## src/rtl/microcode_sequencer_pkg.sv

```systemverilog
// Shared types for the SAP CPU control unit: control word layout, sequencer states,
// opcode encodings, ALU operation codes and the per-opcode execute-step count.
package microcode_sequencer_pkg;

  localparam int OPCODE_W = 4;
  localparam int STEP_W   = 2;

  localparam logic [1:0] ALU_ADD = 2'b00;
  localparam logic [1:0] ALU_SUB = 2'b01;

  typedef enum logic [3:0] {
    OP_NOP = 4'h0,
    OP_LDA = 4'h1,
    OP_ADD = 4'h2,
    OP_SUB = 4'h3,
    OP_STA = 4'h4,
    OP_LDI = 4'h5,
    OP_JMP = 4'h6,
    OP_JC  = 4'h7,
    OP_JZ  = 4'h8,
    OP_JN  = 4'h9,
    OP_OUT = 4'hE,
    OP_HLT = 4'hF
  } opcode_t;

  typedef enum logic [2:0] {
    FETCH_ADDR = 3'd0,
    FETCH_INST = 3'd1,
    DECODE     = 3'd2,
    EXEC       = 3'd3,
    HALT       = 3'd4
  } seq_state_t;

  typedef struct packed {
    logic       pc_enable;
    logic       load_pc;
    logic       oe_pc;
    logic       load_mar;
    logic       oe_ram;
    logic       load_ram;
    logic       load_ir;
    logic       oe_ir;
    logic       load_a;
    logic       oe_a;
    logic       load_b;
    logic       alu_oe;
    logic [1:0] alu_op;
    logic       load_flags;
    logic       load_o;
    logic       halt;
  } control_word_t;

  // Zero means the opcode has no EXEC phase (NOP, HLT and undefined encodings).
  function automatic logic [STEP_W:0] exec_steps(input logic [OPCODE_W-1:0] op);
    case (op)
      OP_LDA, OP_STA:                 return 3'd2;
      OP_ADD, OP_SUB:                 return 3'd3;
      OP_LDI, OP_JMP, OP_JC, OP_JZ,
      OP_JN, OP_OUT:                  return 3'd1;
      default:                        return 3'd0;
    endcase
  endfunction

endpackage

```

## src/rtl/microcode_rom.sv

```systemverilog
// Combinational opcode table: maps the latched opcode, execute step and flags
// to the EXEC-phase control word, and flags the final step of the instruction.
module microcode_rom
  import microcode_sequencer_pkg::*;
(
  input  opcode_t             op,
  input  logic [STEP_W-1:0]   step,
  input  logic                flag_zero,
  input  logic                flag_carry,
  input  logic                flag_negative,
  output control_word_t       cw,
  output logic                last_step
);

  logic [STEP_W:0] steps;

  assign steps     = exec_steps(op);
  assign last_step = ({1'b0, step} == (steps - 3'd1));

  always_comb begin
    cw = '0;
    case (op)
      OP_LDA, OP_STA: begin
        if (step == 2'd0) begin
          cw.oe_ir    = 1'b1;
          cw.load_mar = 1'b1;
        end else if (op == OP_LDA) begin
          cw.oe_ram = 1'b1;
          cw.load_a = 1'b1;
        end else begin
          cw.oe_a     = 1'b1;
          cw.load_ram = 1'b1;
        end
      end
      OP_ADD, OP_SUB: begin
        if (step == 2'd0) begin
          cw.oe_ir    = 1'b1;
          cw.load_mar = 1'b1;
        end else if (step == 2'd1) begin
          cw.oe_ram = 1'b1;
          cw.load_b = 1'b1;
        end else begin
          cw.alu_oe     = 1'b1;
          cw.alu_op     = (op == OP_ADD) ? ALU_ADD : ALU_SUB;
          cw.load_a     = 1'b1;
          cw.load_flags = 1'b1;
        end
      end
      OP_LDI: begin
        cw.oe_ir  = 1'b1;
        cw.load_a = 1'b1;
      end
      OP_JMP: begin
        cw.oe_ir   = 1'b1;
        cw.load_pc = 1'b1;
      end
      // Conditional jumps look at the flags only in E0; the step guard keeps it that way.
      OP_JC, OP_JZ, OP_JN: begin
        if (step == 2'd0 &&
            ((op == OP_JC && flag_carry) ||
             (op == OP_JZ && flag_zero)  ||
             (op == OP_JN && flag_negative))) begin
          cw.oe_ir   = 1'b1;
          cw.load_pc = 1'b1;
        end
      end
      OP_OUT: begin
        cw.oe_a   = 1'b1;
        cw.load_o = 1'b1;
      end
      default: cw = '0;
    endcase
  end

endmodule

```

## src/rtl/microcode_sequencer.sv

```systemverilog
// SAP CPU control unit: fetch/decode/execute FSM that drives one control word per
// cycle, delegating the execute-phase opcode table to microcode_rom.
module microcode_sequencer
  import microcode_sequencer_pkg::*;
#(
  parameter int OPCODE_WIDTH = OPCODE_W,
  parameter int STEP_WIDTH   = STEP_W
) (
  input  logic                    clk,
  input  logic                    reset,
  input  logic [OPCODE_WIDTH-1:0] opcode_i,
  input  logic                    flag_zero_i,
  input  logic                    flag_carry_i,
  input  logic                    flag_negative_i,
  output control_word_t           control_word_o,
  output seq_state_t              state_o,
  output logic [STEP_WIDTH-1:0]   step_o,
  output logic                    instr_done_o,
  output logic                    halted_o
);

  seq_state_t              state, state_n;
  logic [STEP_WIDTH-1:0]   step, step_n;
  opcode_t                 op_q;
  control_word_t           cw, rom_cw;
  logic                    rom_last, done;

  microcode_rom u_rom (
    .op            (op_q),
    .step          (step),
    .flag_zero     (flag_zero_i),
    .flag_carry    (flag_carry_i),
    .flag_negative (flag_negative_i),
    .cw            (rom_cw),
    .last_step     (rom_last)
  );

  always_ff @(posedge clk) begin
    if (reset) begin
      state <= FETCH_ADDR;
      step  <= '0;
      op_q  <= OP_NOP;
    end else begin
      state <= state_n;
      step  <= step_n;
      if (state == DECODE) op_q <= opcode_t'(opcode_i);
    end
  end

  // DECODE looks at opcode_i directly because op_q only captures it at the end of that cycle.
  always_comb begin
    state_n = state;
    step_n  = step;
    cw      = '0;
    done    = 1'b0;
    case (state)
      FETCH_ADDR: begin
        cw.oe_pc    = 1'b1;
        cw.load_mar = 1'b1;
        state_n     = FETCH_INST;
      end
      FETCH_INST: begin
        cw.oe_ram    = 1'b1;
        cw.load_ir   = 1'b1;
        cw.pc_enable = 1'b1;
        state_n      = DECODE;
      end
      DECODE: begin
        step_n = '0;
        if (opcode_i == OP_HLT) begin
          state_n = HALT;
        end else if (exec_steps(opcode_i) == '0) begin
          state_n = FETCH_ADDR;
          done    = 1'b1;
        end else begin
          state_n = EXEC;
        end
      end
      EXEC: begin
        cw = rom_cw;
        if (rom_last) begin
          done    = 1'b1;
          step_n  = '0;
          state_n = FETCH_ADDR;
        end else begin
          step_n = step + STEP_WIDTH'(1);
        end
      end
      HALT: begin
        cw.halt = 1'b1;
      end
      default: begin
        state_n = FETCH_ADDR;
        step_n  = '0;
      end
    endcase
  end

  assign control_word_o = reset ? '0 : cw;
  assign instr_done_o   = !reset && done;
  assign halted_o       = !reset && (state == HALT);
  assign state_o        = state;
  assign step_o         = step;

endmodule

```

## config.mk

```make
export PLATFORM = sky130hd
export DESIGN_NAME = microcode_sequencer
export DESIGN_NICKNAME = d
export VERILOG_FILES = /design/src/rtl/microcode_sequencer_pkg.sv /design/src/rtl/microcode_rom.sv /design/src/rtl/microcode_sequencer.sv
export SDC_FILE = /design/constraint.sdc
export NUM_CORES = 1
export LEC_CHECK = 0
export ABC_AREA = 1
export BUFFER_PORTS_ARGS = -buffer_cell sky130_fd_sc_hd__clkbuf_2
export CORE_AREA = 5 5 46 52
export CTS_CLUSTER_DIAMETER = 150
export DETAILED_ROUTE_END_ITERATION = 10
export DIE_AREA = 0 0 51 57
export HOLD_SLACK_MARGIN = 0.15
export PLACE_DENSITY = 0.81
export SYNTH_ARGS = -nofsm -noshare
export SYNTH_HDL_FRONTEND = slang
export SYNTH_SLANG_ARGS = --single-unit
```

## constraint.sdc

```tcl
create_clock -name clk -period 4 [get_ports clk]
set_input_delay 0.8 -clock clk [delete_from_list [all_inputs] [get_ports clk]]
set_output_delay 0.8 -clock clk [all_outputs]
set_load 0.01 [all_outputs]
```

==> metrics <==
Die Y 57 um; Power Dens Cells 482 mW/mm2; die area 0.00291 mm2; Flop pwr share 34.2%; startpoint types primary input; most used cell, CP clkbuf_2; antenna cells 0; routed wl met2 1060 um; Syn. warnings 0; final count of hold timing violations 0; crit path capture type output port; WL final 2150 um; Final setup viols 0; # DRC 0; Synth Net Count 165; Worst Setup Path Type primary input to output port; Worst Setup SP reset; reg2reg start u_rom.steps[0]$_DFF_P_; metal3 WL 129 um; Die X 51 um; largest net degree at the start of global routing 11; GP Congestion 0.844; Synth Register Bits 11; Via density 5.16; final worst-path cycle share 65.2%; io pins 33; combinational share of power 50.9%; vias 1031; Int Power 0.271 mW; initial core utilization 47.9%; WP data required 3.20 ns; Psw 0.244 mW; fraction of layout cells with a size suffix above 1 23.8%; CTS root buf clkbuf_4; maxcap violations 0; hpwl dp 1810 um; crit path time final 2.61 ns; RSZ-0062 raised after global routing no; post-CTS sizing 0; number of I/O port buffers 31; Clk Latency, worst-skew pair 0.27 ns; first-pass GRT wire length 3760 um; Slowest-stage cell, CP o31ai_1; H-tree Lvls 1; CTS clk-pin slew, worst paths 0.07 ns; WL per Instance 10.7 um; Num CTS Buffers 3; synth-to-layout area growth 17.7%; Cells after Synth 152; max-slew violations 0; Avg Inst Size Synth 5.97 um2; largest fanout on the critical path 8; GRT Overall Usage 16.5%; Max rail drop VDD 0.000259 V; Routed Antenna Nets 0; First DRT Iteration DRCs 16; M1 wire length 921 um; sw frac 47.3%; FP Rows 17; clock power share 14.9%; crit-path cells clkbuf_2 -> nor3_2 -> nand2_1 -> o31ai_1 -> clkbuf_2; Core Region 0.00189 mm2; worst hold slack 0.583 ns; EDFF count, synth 0; setup bufs post-CTS 0; Max Fclk 383 MHz; Mapped Area 907 um2; TritonCTS Sinks 11; Initial DRT Pass Iterations 4; WP data arrival 1.81 ns; CTS tree built; Post-synth ARST share 0%; hold buffers post-CTS 0; max incr delay on CP 0.27 ns; clock tree buffer depth 2; Hold Crit Start step_o[0]$_SDFFE_PP0N_; prevailing post-synth register cell dfxtp_1; outcome finished, final reports clean; DR top layer met4; vias in the first global route 928; worst min path class flop to flop; sequential share of the synthesized area 24.3%; clk_skew 0.00363 ns; TNS Setup 0 ns; Yosys cell types 24; initial antenna violation count 0; leak pwr 0.631 nW; # nets final 195; total congestion overflow 0
## final timing paths
kind / to / slack (ns) / cells past startpoint
min: step_o[0]$_SDFFE_PP0N_ / 0.58 / 2
max: control_word_o[13] / 1.39 / 5
max reg2reg: state_o[0]$_SDFFE_PP0P_ / 2.57 / 8
min reg2reg: step_o[0]$_SDFFE_PP0N_ / 0.58 / 2
## cells in the mapped netlist (2+ instances only)
master / n / area share [%]
ha_1: 4 / 5.5
buf_4: 6 / 5.0
inv_1: 24 / 9.9
nor2_1: 16 / 6.6
nand3_1: 12 / 6.6
o22ai_1: 2 / 1.4
dfxtp_1: 11 / 24
nand4_1: 8 / 5.5
inv_2: 3 / 1.2
nor3_1: 4 / 2.2
a21oi_1: 5 / 2.8
o21ai_0: 3 / 1.7
o21ai_1: 2 / 1.1
nand2_2: 2 / 1.4
nand2_1: 41 / 17
## logic make-up after synthesis
| group | share of synthesized area [%] |
|---|---|
| adder cells (fa/ha/maj) | 5.52 |
| AO/OA/AOI/OAI | 8.55 |
| AND/OR/NAND/NOR | 43.7 |
| buffers and inverters | 16.6 |
| flip-flops | 24.3 |
| XOR/XNOR | 0.966 |
| other | 0.413 |
## registers in the layout (all words and copies together) (netlist names)
register,cells
state_o,3
op_q,4
step_o,2
u_rom.steps,2
## placed cells by master (no fill, tap or decap), types with 3 or more instances in the layout
cell type / Yosys / routed
a21oi_1: 5 / 5
clkbuf_2: 0 / 31
clkbuf_4: 0 / 3
dfxtp_1: 11 / 11
ha_1: 4 / 4
inv_1: 24 / 24
inv_2: 3 / 3
nand2_1: 41 / 41
nand3_1: 12 / 12
nand4_1: 8 / 8
nor2_1: 16 / 16
nor3_1: 4 / 4
o21ai_0: 3 / 3
## worst max-delay path, delay by kind of cell
| family | cells | cell delay [ns] |
|---|---|---|
| AND/OR/NAND/NOR | 2 | 0.40 |
| buffers and inverters | 2 | 0.33 |
| AO/OA/AOI/OAI | 1 | 0.27 |
## layout make-up
class / count / area, um2
Fill cell: 193 / 826
Multi-Input combinational cell: 107 / 537
Sequential cell: 11 / 220
Timing Repair Buffer: 31 / 155
Inverter: 28 / 105
Clock buffer: 4 / 26.3
Tap cell: 19 / 23.8
## metal layers
metal / vias up / track usage [%]
met3: 4 / 2.35
li1: 541 / -
met2: 35 / 28.9
met5: - / 0
met4: 0 / 6.92
met1: 451 / 19.9
## stage by stage
stage	setup slack [ns]	power (mW)	util (%)	instances	cell area, um2
2_1_floorplan	1.51	0.378	-	152	907
3_3_place_gp	1.44	0.432	55.0	196	1040
3_5_place_dp	1.38	0.440	55.0	196	1040
4_1_cts	1.38	0.517	56.4	200	1070
5_1_grt	1.22	0.574	56.4	200	1070
6_report	1.39	0.515	56.4	200	1070
## power by group through the flow
stage          clock, mW  sequential [mW]  combinational, mW
2_1_floorplan          0            0.167              0.211
3_3_place_gp           0            0.177              0.256
3_5_place_dp           0            0.178              0.262
4_1_cts           0.0775            0.175              0.264
5_1_grt           0.0847            0.181              0.308
6_report          0.0769            0.176              0.262
(Power assumes the default switching activity.)
